[config.mk]
export PLATFORM = sky130hd
export DESIGN_NAME = barrel_rotl_pipe_flat
export DESIGN_NICKNAME = d
export VERILOG_FILES = /design/src/rtl/barrel_pkg.sv /design/src/rtl/barrel_rotl_pipe_if.sv /design/src/rtl/barrel_rot_stage.sv /design/src/rtl/barrel_rotl_pipe.sv /design/src/flat_wrapper.sv
export SDC_FILE = /design/constraint.sdc
export NUM_CORES = 1
export LEC_CHECK = 0
export ABC_AREA = 1
export CORE_MARGIN = 5
export CORE_UTILIZATION = 35
export DETAILED_ROUTE_END_ITERATION = 16
export PLACE_DENSITY = 0.64
export SYNTH_ARGS = -nofsm -noshare
export SYNTH_HDL_FRONTEND = slang
export SYNTH_SLANG_ARGS = --single-unit
[constraint.sdc]
create_clock -name clk -period 1.4 [get_ports clk]
set_input_delay 0.14 -clock clk [delete_from_list [all_inputs] [get_ports clk]]
set_output_delay 0.14 -clock clk [all_outputs]
set_load 0.005 [all_outputs]
[src/rtl/barrel_pkg.sv]
// barrel_pkg -- shared definitions for the pipelined barrel rotator.
//   WIDTH_DEF : default data width
//   MAX_W     : widest supported word (64); stage records are sized for it
//   MAX_SHW   : widest shift field (log2 of MAX_W)
//   shw_of()  : shift-amount width for a given data width
//   stage_t   : one pipeline stage record (valid, data, shift, dir)
// Optional feature macro: BARREL_ROT_DIR_EN (direction bit, see top).
package barrel_pkg;

  localparam int WIDTH_DEF = 8;
  localparam int MAX_W     = 64;
  localparam int MAX_SHW   = 6;

  function automatic int shw_of(input int w);
    return $clog2(w);
  endfunction

  // Records are sized for the widest word so one typedef serves every
  // WIDTH; a narrower instance only ever touches data[WIDTH-1:0] and
  // shift[SHW-1:0], the rest stays zero.
  typedef struct packed {
    logic               valid;
    logic [MAX_W-1:0]   data;
    logic [MAX_SHW-1:0] shift;
    logic               dir;
  } stage_t;

endpackage

[src/rtl/barrel_rotl_pipe_if.sv]
// barrel_rotl_pipe_if -- valid/ready bus of the barrel rotator.
//   in_valid/in_ready/in_data/in_sh : input handshake, word and rotate amount
//   in_dir                          : 0 = left, 1 = right (BARREL_ROT_DIR_EN only)
//   out_valid/out_ready/out_data    : result handshake and rotated word
// Modports: master = producer/consumer side, slave = rotator.
interface barrel_rotl_pipe_if
  import barrel_pkg::*;
#(
  parameter int WIDTH = WIDTH_DEF
);
  localparam int SHW = shw_of(WIDTH);

  logic             in_valid;
  logic             in_ready;
  logic [WIDTH-1:0] in_data;
  logic [SHW-1:0]   in_sh;
`ifdef BARREL_ROT_DIR_EN
  logic             in_dir;
`endif
  logic             out_valid;
  logic             out_ready;
  logic [WIDTH-1:0] out_data;

`ifdef BARREL_ROT_DIR_EN
  modport master (
    output in_valid, in_data, in_sh, in_dir, out_ready,
    input  in_ready, out_valid, out_data
  );
  modport slave (
    input  in_valid, in_data, in_sh, in_dir, out_ready,
    output in_ready, out_valid, out_data
  );
`else
  modport master (
    output in_valid, in_data, in_sh, out_ready,
    input  in_ready, out_valid, out_data
  );
  modport slave (
    input  in_valid, in_data, in_sh, out_ready,
    output in_ready, out_valid, out_data
  );
`endif

endinterface

[src/rtl/barrel_rot_stage.sv]
// barrel_rot_stage -- one registered rotate stage.
//   clk, rst : clock, async active-high reset
//   d        : record from the previous stage (or the input port)
//   rdy_nxt  : ready of the following stage (out_ready for the last one)
//   rdy      : this stage can take a record this cycle
//   q        : registered record handed to the next stage
// Rotates by STEP when the shift bit of weight STEP is set; rotates right
// instead of left when the record's dir bit is 1.
module barrel_rot_stage
  import barrel_pkg::*;
#(
  parameter int WIDTH = WIDTH_DEF,
  parameter int STEP  = 1
) (
  input  logic   clk,
  input  logic   rst,
  input  stage_t d,
  input  logic   rdy_nxt,
  output logic   rdy,
  output stage_t q
);
  localparam int BIT = $clog2(STEP);

  logic [WIDTH-1:0] w;
  logic [WIDTH-1:0] rot;
  stage_t           nxt;

  always_comb begin
    w   = d.data[WIDTH-1:0];
    rot = d.dir ? ((w >> STEP) | (w << (WIDTH - STEP)))
                : ((w << STEP) | (w >> (WIDTH - STEP)));
    nxt = d;
    if (d.shift[BIT]) nxt.data[WIDTH-1:0] = rot;
    // Consumed bit is cleared so only the pending amount travels on.
    nxt.shift[BIT] = 1'b0;
  end

  // Empty, or the occupant leaves this same cycle.
  assign rdy = !q.valid || rdy_nxt;

  always_ff @(posedge clk or posedge rst) begin
    if (rst) begin
      q <= '0;
    end else if (rdy) begin
      if (d.valid) q <= nxt;
      else         q.valid <= 1'b0;  // payload of an empty slot is don't-care
    end
  end

endmodule

[src/rtl/barrel_rotl_pipe.sv]
// barrel_rotl_pipe -- pipelined barrel rotator, one word per cycle.
//   clk : clock, all state on the rising edge
//   rst : asynchronous active-high reset, flushes every stage
//   bus : barrel_rotl_pipe_if.slave
//         in_valid/in_ready/in_data/in_sh[/in_dir] -> out_valid/out_ready/out_data
// out_data = in_data rotated left by in_sh, SHW cycles after acceptance.
// Stage k handles the shift bit of weight 2^(SHW-1-k) (MSB first).
// Define BARREL_ROT_DIR_EN to add in_dir (1 = rotate right).
module barrel_rotl_pipe
  import barrel_pkg::*;
#(
  parameter int WIDTH = WIDTH_DEF
) (
  input  logic              clk,
  input  logic              rst,
  barrel_rotl_pipe_if.slave bus
);
  localparam int SHW = shw_of(WIDTH);

  stage_t         stg [SHW+1];  // stg[0] = input record, stg[k+1] = stage k
  logic [SHW:0]   rdy;          // rdy[k] = ready of stage k, rdy[SHW] = out_ready
  stage_t         head;

  always_comb begin
    head            = '0;
    head.valid      = bus.in_valid;
    head.data[WIDTH-1:0] = bus.in_data;
    head.shift[SHW-1:0]  = bus.in_sh;
`ifdef BARREL_ROT_DIR_EN
    head.dir        = bus.in_dir;
`endif
  end

  assign stg[0]   = head;
  assign rdy[SHW] = bus.out_ready;

  for (genvar k = 0; k < SHW; k++) begin : g_stage
    barrel_rot_stage #(
      .WIDTH (WIDTH),
      .STEP  (1 << (SHW - 1 - k))
    ) u_stage (
      .clk     (clk),
      .rst     (rst),
      .d       (stg[k]),
      .rdy_nxt (rdy[k+1]),
      .rdy     (rdy[k]),
      .q       (stg[k+1])
    );
  end

  // Ready chain is combinational end to end, so a full pipe still accepts
  // a word in the cycle the consumer drains the last stage.
  assign bus.in_ready  = rdy[0];
  assign bus.out_valid = stg[SHW].valid;
  assign bus.out_data  = stg[SHW].data[WIDTH-1:0];

  // Consumed shift bits, dir and zero padding of the last record have no
  // consumer downstream.
  logic unused_tail;
  assign unused_tail = ^{stg[SHW].shift, stg[SHW].dir, stg[SHW].data};

endmodule
[src/flat_wrapper.sv]
// flat-port wrapper written by rule: the top's interface ports become plain ports
module barrel_rotl_pipe_flat import barrel_pkg::*;
#(
  parameter int WIDTH = WIDTH_DEF
)
  (clk, rst, bus_in_valid, bus_in_data, bus_in_sh, bus_out_ready, bus_in_ready, bus_out_valid, bus_out_data);
  barrel_rotl_pipe_if #(.WIDTH(WIDTH)) bus_i ();
  input  logic clk;
  input  logic rst;
  input wire logic [$bits(bus_i.in_valid)-1:0] bus_in_valid;
  input wire logic [$bits(bus_i.in_data)-1:0] bus_in_data;
  input wire logic [$bits(bus_i.in_sh)-1:0] bus_in_sh;
  input wire logic [$bits(bus_i.out_ready)-1:0] bus_out_ready;
  output wire logic [$bits(bus_i.in_ready)-1:0] bus_in_ready;
  output wire logic [$bits(bus_i.out_valid)-1:0] bus_out_valid;
  output wire logic [$bits(bus_i.out_data)-1:0] bus_out_data;
  assign bus_i.in_valid = bus_in_valid;
  assign bus_i.in_data = bus_in_data;
  assign bus_i.in_sh = bus_in_sh;
  assign bus_i.out_ready = bus_out_ready;
  assign bus_in_ready = bus_i.in_ready;
  assign bus_out_valid = bus_i.out_valid;
  assign bus_out_data = bus_i.out_data;
  barrel_rotl_pipe #(.WIDTH(WIDTH)) u_core (.clk(clk), .rst(rst), .bus(bus_i));
endmodule
Yosys cells after proc, flatten, opt, wreduce, memory -nomap -nowiden. Index checks and enable logic that the tools add are counted.

Register bits after elaboration: 30. Bits in latches: 0. Bits in writable memories: 0. ROM bits: 0. Output and inout port bits: 10. Word-level logic and storage cells: 26. Memories kept: 0.

Add/sub/neg operators: 0. Multiply operators: 0. Divide/modulo/power cells: 0. Magnitude comparators: 0. Equality and inequality tests: 0. Shift operators: 0. Mux-type cells: 6. Bitwise logic cells: 3. Reduce and logical (&&, ||, !) cells: 9.

Operator list (number): two-way mux 8 bit (3); OR 8 x 1 -> 8 bit (1); OR 8 x 2 -> 8 bit (1); OR 8 x 4 -> 8 bit (1); AND reduction 2 bit (3); zero test 1 bit (3); logical OR 1 bit (3); two-way mux 1 bit (3).

Logic depth before layout (Yosys ltp). Gate-level depths: netlist of the first run.

Word-level depth: 5. Mapped depth: 6. Depth with buffers taken out: 6.

Hierarchy. A second synthesis of the first run with hierarchy kept.

Cells, all modules: 1044. Area, all modules: 9016.1 um2.

By module, submodules not included: barrel_rot_stage (u_core.g_stage[1].u_stage ...) (times used 2, cells an instance 353, area each 3039.2 um2); barrel_rot_stage (u_core.g_stage[0].u_stage) (times used 1, cells an instance 337, area each 2934.1 um2); barrel_rotl_pipe (times used 1, cells an instance 1, area each 3.8 um2).

Worst setup path after synthesis of the first run. OpenSTA, ideal clock, no wires.

Path type: register -> register. From: reg u_core.g_stage[2].u_stage.q[71] (netlist bit). To: reg u_core.g_stage[2].u_stage.q[10] (netlist bit). Library setup time: 126 ps. Data arrival time: 907 ps. Data required time: 1274 ps. Setup slack: 367 ps. Cell stages (with the launch flop): 4. Period minus slack after synthesis: 1033 ps. Cell sequence: dfrtp_1 > a21oi_2 > buf_4 > o21ai_0.

Longest elaborated chain between the ends: 3.

Ends and longest elaborated chain: start: declaration (line barrel_rot_stage.sv:20) `output stage_t q`; start signal: assignment (line barrel_rot_stage.sv:45) `if (d.valid) q <= nxt;`; zero test 1 bit (line barrel_rot_stage.sv:39) `assign rdy = !q.valid || rdy_nxt;`; logical OR 1 bit (line barrel_rot_stage.sv:39); AND reduction 2 bit (no source line).

Every way passes these cells. A chain may end at the register's enable or synchronous reset.

Worst setup path after layout of the first run.
From: in bus_out_ready. To: out bus_in_ready.

Longest elaborated chain between the ends: 3.

Ends and longest elaborated chain: start: declaration (line flat_wrapper.sv:13) `input wire logic [$bits(bus_i.out_ready)-1:0] bus_out_ready;`; logical OR 1 bit (3 in series) (line barrel_rot_stage.sv:39); end: declaration (line flat_wrapper.sv:14) `output wire logic [$bits(bus_i.in_ready)-1:0] bus_in_ready;`.

Every way passes these cells.

==> results of run 1 <==
[where the power goes]
group / leakage [nW] / internal [mW] / switching (mW)
registers: 0.374 / 1.15 / 0.219
logic: 0.557 / 0.541 / 0.442
clock network: 0.0482 / 0.395 / 0.303
[stage by stage]
| stage | setup slack (ns) | hold slack, ns | total power, mW | instances | area, um2 |
|---|---|---|---|---|---|
| 5_1_grt | 0.0224 | 0.255 | 3.35 | 284 | 1920 |
| 2_1_floorplan | 0.367 | 0.231 | 1.89 | 199 | 1460 |
| 4_1_cts | 0.0648 | 0.238 | 3.12 | 284 | 1920 |
| 3_3_place_gp | -0.114 | 0.458 | 2.35 | 276 | 1830 |
| 6_report | 0.0878 | 0.237 | 3.05 | 284 | 1920 |
| 3_5_place_dp | -0.119 | 0.460 | 2.40 | 276 | 1830 |
[path summary, 6_finish.rpt]
| kind | to | slack [ns] | depth (start not counted) |
|---|---|---|---|
| max | bus_in_ready | 0.09 | 4 |
| min | u_core.g_stage[2].u_stage.q[13] | 0.24 | 3 |
| max reg2reg | u_core.g_stage[0].u_stage.q[2] | 0.18 | 6 |
| min reg2reg | u_core.g_stage[0].u_stage.q[8] | 0.47 | 2 |
| max in group asynchronous | u_core.g_stage[2].u_stage.q[8] | 0.89 | 3 |
| min in group clk | u_core.g_stage[0].u_stage.q[1] | 0.43 | 3 |
[layout by cell type (no fill, tap or decap)]
cell type        Yosys  final
dfrtp_1             30     30
dlygate4sd2_1        0      2
clkdlybuf4s50_1      0     22
a21oi_2              1      1
clkinv_2             0      1
o21ai_0             27     27
clkbuf_1             1      1
inv_1               25     25
nand3_1             11     11
buf_12               0      2
buf_6                0      1
buf_4                3     10
nand4_1              1      1
nand2_1             93     93
o21ai_1              1      1
clkbuf_8             0      6
[critical path, delay by kind of cell]
| family | cells | cell delay [ns] |
|---|---|---|
| AND/OR/NAND/NOR | 1 | 0.19 |
| buffers and inverters | 3 | 0.84 |
[layer usage]
layer,global-route usage,vias up
li1,-,680
met1,0.130,532
met2,0.213,27
met3,0.0527,6
met4,0.0534,0
met5,0,-
[cell type report]
class                           instances  area, um2  area share
Clock buffer                            7       86.3      0.0449
Clock inverter                          1       5.00     0.00260
Inverter                               25       93.8      0.0488
Multi-Input combinational cell        134        559       0.291
Sequential cell                        30        751       0.391
Tap cell                               50       62.6      0.0326
Timing Repair Buffer                   37        364       0.189
[timing repair]
| item | 4_1_cts | 5_1_grt |
|---|---|---|
| hold buffers | 0 | 0 |
| setup endpoints to repair | 2 | 0 |
| gates resized for setup | 3 | 0 |
| hold endpoints to repair | 0 | 0 |
[kinds of logic after synthesis]
logic type | Yosys count | share of synthesized area
AO/OA/AOI/OAI | 29 | 0.102
buffers and inverters | 35 | 0.103
flip-flops | 30 | 0.514
AND/OR/NAND/NOR | 105 | 0.281
==> results.yml, run 1 <==
cts:
  post-cts-setup-buffer-count: 0
  cts_inserted_buffers: 5
  cts_tree: "yes"
  cts.clk_slew.worst_paths_ns: 0.06
  insertion_delay_ns: 0.28
  clock-root-buffer: "clkbuf_8"
  cts_buffer_depth: 2
  cts.sinks: 30
  h-tree-depth: 2
power_and_ir_drop:
  p_per_area_nw_per_um2: 1590
  irDropWorstVdd_v: 0.000475
  total_leakage_power_nw: 0.979
grt:
  grtUsageTotal: 0.123
  grt_max_degree: 31
  antenna_found_initial: 0
  grt_pass1_wl_um: 5110
  grt.overflow.total: 0
  grt_pass1_vias: 1249
die:
  die_area_um2: 5560
  initial_utilization: 0.362
  die_w_um: 74.6
  ios: 25
  core-area_um2: 4030
  fp.dieH_um: 74.6
  num_rows: 23
finish:
  fin_util: 0.477
  largest_reg_flops: 30
  top_regs: "u_core.g_stage.u_stage.q x30"
  antennaDiodeCount: 0
  fin_nets: 248
  drive_above_1_share: 0.0897
  final.fill_count: 432
  syn2layout_area_growth_pct: 31.6
  largest-register: "u_core.g_stage.u_stage.q"
drt:
  wl_met3_um: 200
  drtAntennaViolNets: 0
  drtIter0Drc: 34
  wire_per_inst_um: 9.57
  met2_length_um: 1270
  num_vias: 1245
  top_layer: "met4"
  wirelength_um: 2720
  detail_route.vias_per_cell: 4.38
  drc: 0
  drtPass1Iterations: 4
  drt-met1-wl_um: 1190
logic_synthesis:
  syn_area_um2: 1460
  netlist_instances: 199
  ys_ff_latch: 30
  synth_top_area_share: 0.514
  ys_seq_area_frac: 0.514
  yosysMostFrequentCell: "nand2_1"
  synth_cell_types: 11
  synthTopCellsByArea: "dfrtp_1 51%, nand2_1 24%, o21ai_0 9.3%, inv_1 6.4%, nand3_1 3.8%"
  synth_top_area_cell: "dfrtp_1"
  ys.flop_type: "dfrtp_1"
  syn_area_per_cell_um2: 7.34
  async_reset_ff_frac: 1.00
  synthesis.nets: 214
  synth_edf_count: 0
  synthTopCellsByCount: "93 x nand2_1, 30 x dfrtp_1, 27 x o21ai_0, 25 x inv_1, 11 x nand3_1"
  ys.warnings.count: 0
place:
  dp_hpwl_um: 2080
  numPortBuffers: 24
  gp_congestion: 0.749
timing:
  max_freq_ghz: 0.762
  worst_pin_slew_ns: 0.406
  finalSetupTns_ns: 0
  clock_skew_ns: 0.00590
  maxSlewViolCount: 0
  slew_headroom: 0.729
  setup_violations: 0
  hold_violations: 0
  finalCriticalPeriod_ns: 1.31
  post-route-period-util: 0.937
  rsz0062_at_grt: "false"
setup_path:
  crit_start: "bus_out_ready"
  cpMaxStageDelayCell: "clkdlybuf4s50_1"
  arrival_ns: 1.17
  crit_path_start_kind: "input port"
  worstSetupPathType: "input port to output port"
  slowest_delay_ns: 0.40
  crit_chain: "clkdlybuf4s50_1 -> inv_1 -> nand4_1 -> dlygate4sd2_1"
  rr_startpoint: "u_core.g_stage[2].u_stage.q[71]"
  worstPathRequired_ns: 1.26
  worstSetupEndpointType: "output port"
  worstPathMaxFanout: 4
status:
  status: "complete, no violations"
flow_run:
  drv_cap: 0
min_path:
  min_path_type: "input port to async pin"
No activity file was read; power rests on OpenSTA's default activity.
==> run 2, diff against run 1 <==
CAP_MARGIN = 10   (was unset)
==> results of run 2 <==
No change in the layout: final DEF, timing and power equal those of run 1.
==> run 3, diff against run 2 <==
CORE_ASPECT_RATIO = 1.25   (was unset)
MAX_ROUTING_LAYER = met4   (was unset)
SLEW_MARGIN = 15   (was unset)
==> results.yml, run 3 (same netlist as run 1, synthesis figures left out) <==
finish:
  largest-register: "u_core.g_stage.u_stage.q"
  antennaDiodeCount: 0
  final_common_cell: "nand2_1"
  top_regs: "u_core.g_stage.u_stage.q x30"
  drive_above_1_share: 0.0742
  final.fill_count: 422
  fin_nets: 244
  fin_util: 0.466
  most-common-layout-cells: "93 x nand2_1, 30 x dfrtp_1, 27 x o21ai_0"
  syn2layout_area_growth_pct: 29.8
  largest_reg_flops: 30
drt:
  wirelength_um: 2700
  drtIter0Drc: 52
  drtPass1Iterations: 4
  num_vias: 1217
  drtAntennaViolNets: 0
  detail_route.vias_per_cell: 4.27
  wire_per_inst_um: 9.48
  drc: 0
timing:
  finalCriticalPeriod_ns: 1.29
  maxSlewViolCount: 0
  rsz0062_at_grt: "false"
  hold_violations: 0
  post-route-period-util: 0.921
  max_freq_ghz: 0.776
  postLayoutSetupSlackWorst_ns: 0.111
  setup_violations: 0
  slew_headroom: 0.732
  finalSetupTns_ns: 0
  clock_skew_ns: 0.00538
  worst_pin_slew_ns: 0.402
die:
  core-area_um2: 4070
  num_rows: 26
  die_w_um: 67.8
  initial_utilization: 0.359
  die_area_um2: 5570
  fp.dieH_um: 82.2
  ios: 25
power_and_ir_drop:
  p_sw_frac: 0.323
  irDropWorstVdd_v: 0.000456
  total_leakage_power_nw: 0.960
  pwr-share-clk: 0.214
  p_comb_frac: 0.324
  internal_power_mw: 2.00
  p_per_area_nw_per_um2: 1560
  p_sw_uw: 952
  pwr-share-seq: 0.461
setup_path:
  critPathTopFamily: "buffers and inverters"
  cpMaxStageDelayCell: "clkdlybuf4s50_1"
  worstSetupPathType: "flip-flop to output port"
  cp.buffers_inverters: 1
  slowest_delay_ns: 0.51
  arrival_ns: 1.15
  crit_chain: "clkdlybuf4s50_1"
  crit_path_start_kind: "flip-flop"
  worstSetupEndpointType: "output port"
  worstPathMaxFanout: 2
  worstPathRequired_ns: 1.26
cts:
  h-tree-depth: 2
  insertion_delay_ns: 0.28
  cts_tree: "yes"
  postCtsHoldBufs: 0
  clock-root-buffer: "clkbuf_8"
  cts.sinks: 30
  cts_buffer_depth: 2
  cts_inserted_buffers: 5
  cts.clk_slew.worst_paths_ns: 0.06
place:
  dp_hpwl_um: 2050
  numPortBuffers: 24
  dp_slack_ns: -0.0821
  gp_congestion: 0.760
grt:
  antenna_found_initial: 0
  grtUsageTotal: 0.115
  grt_pass1_wl_um: 4580
  grt.overflow.total: 0
  grt_max_degree: 31
  grt_pass1_vias: 1128
min_path:
  min_path_type: "input port to async pin"
status:
  status: "complete, no violations"
flow_run:
  drv_cap: 0
[run 3: changes by cell type in the layout (fill, tap and decap cells not counted), sizes merged]
| cell | change |
|---|---|
| clkbuf | -2 |
| clkinv | +1 |
| buf | -4 |
[run 3: cell type report]
class / instances / area [um2] / share of cell area
repair buffers: 33 / 343 / 0.181
well taps: 56 / 70.1 / 0.0370
clock buffers: 5 / 68.8 / 0.0363
multi-input cells: 134 / 559 / 0.295
inverters: 25 / 93.8 / 0.0495
flip-flops and latches: 30 / 751 / 0.396
clock inverters: 2 / 10.0 / 0.00528
[run 3: repair_timing]
action,4_1_cts,5_1_grt
setup buffers,0,0
gates resized for setup,2,0
endpoints found under the setup margin,2,0
[run 3: path summary, 6_finish.rpt]
check / from / to / slack (ns) / depth (start not counted)
max: u_core.g_stage[2].u_stage.q[13] / bus_out_data[6] / 0.11 / 1
min: rst / u_core.g_stage[2].u_stage.q[10] / 0.23 / 3
max reg2reg: u_core.g_stage[2].u_stage.q[71] / u_core.g_stage[0].u_stage.q[8] / 0.18 / 6
min reg2reg: u_core.g_stage[0].u_stage.q[12] / u_core.g_stage[0].u_stage.q[12] / 0.47 / 2
max in group asynchronous: rst / u_core.g_stage[0].u_stage.q[2] / 0.89 / 3
min in group clk: bus_in_sh[1] / u_core.g_stage[0].u_stage.q[2] / 0.43 / 3
[run 3: worst min-delay path, stage by stage]
cell and delay, ns:
clkdlybuf4s50_1 0.40, inv_1 0.05, buf_4 0.33
[run 3: power groups by stage]
stage / registers (mW) / logic, mW / clock network [mW]
2_1_floorplan: 1.32 / 0.577 / 0
3_3_place_gp: 1.36 / 0.967 / 0
3_5_place_dp: 1.38 / 0.983 / 0
4_1_cts: 1.37 / 0.982 / 0.655
5_1_grt: 1.41 / 1.12 / 0.700
6_report: 1.36 / 0.957 / 0.632
[run 3: metrics by stage]
step           instances  power (mW)  instance area (um2)  hold WS, ns
5_1_grt              285        3.22                 1900        0.272
3_5_place_dp         278        2.36                 1820        0.459
4_1_cts              285        3.00                 1900        0.243
3_3_place_gp         278        2.33                 1820        0.458
6_report             285        2.95                 1900        0.232
2_1_floorplan        199        1.89                 1460        0.231
[run 3: per-layer routing]
layer  routed length (um)  global-route usage
met1                 1060               0.100
met2                 1400               0.213
met3                  177              0.0392
met4                   62              0.0596
met5                    0                   -
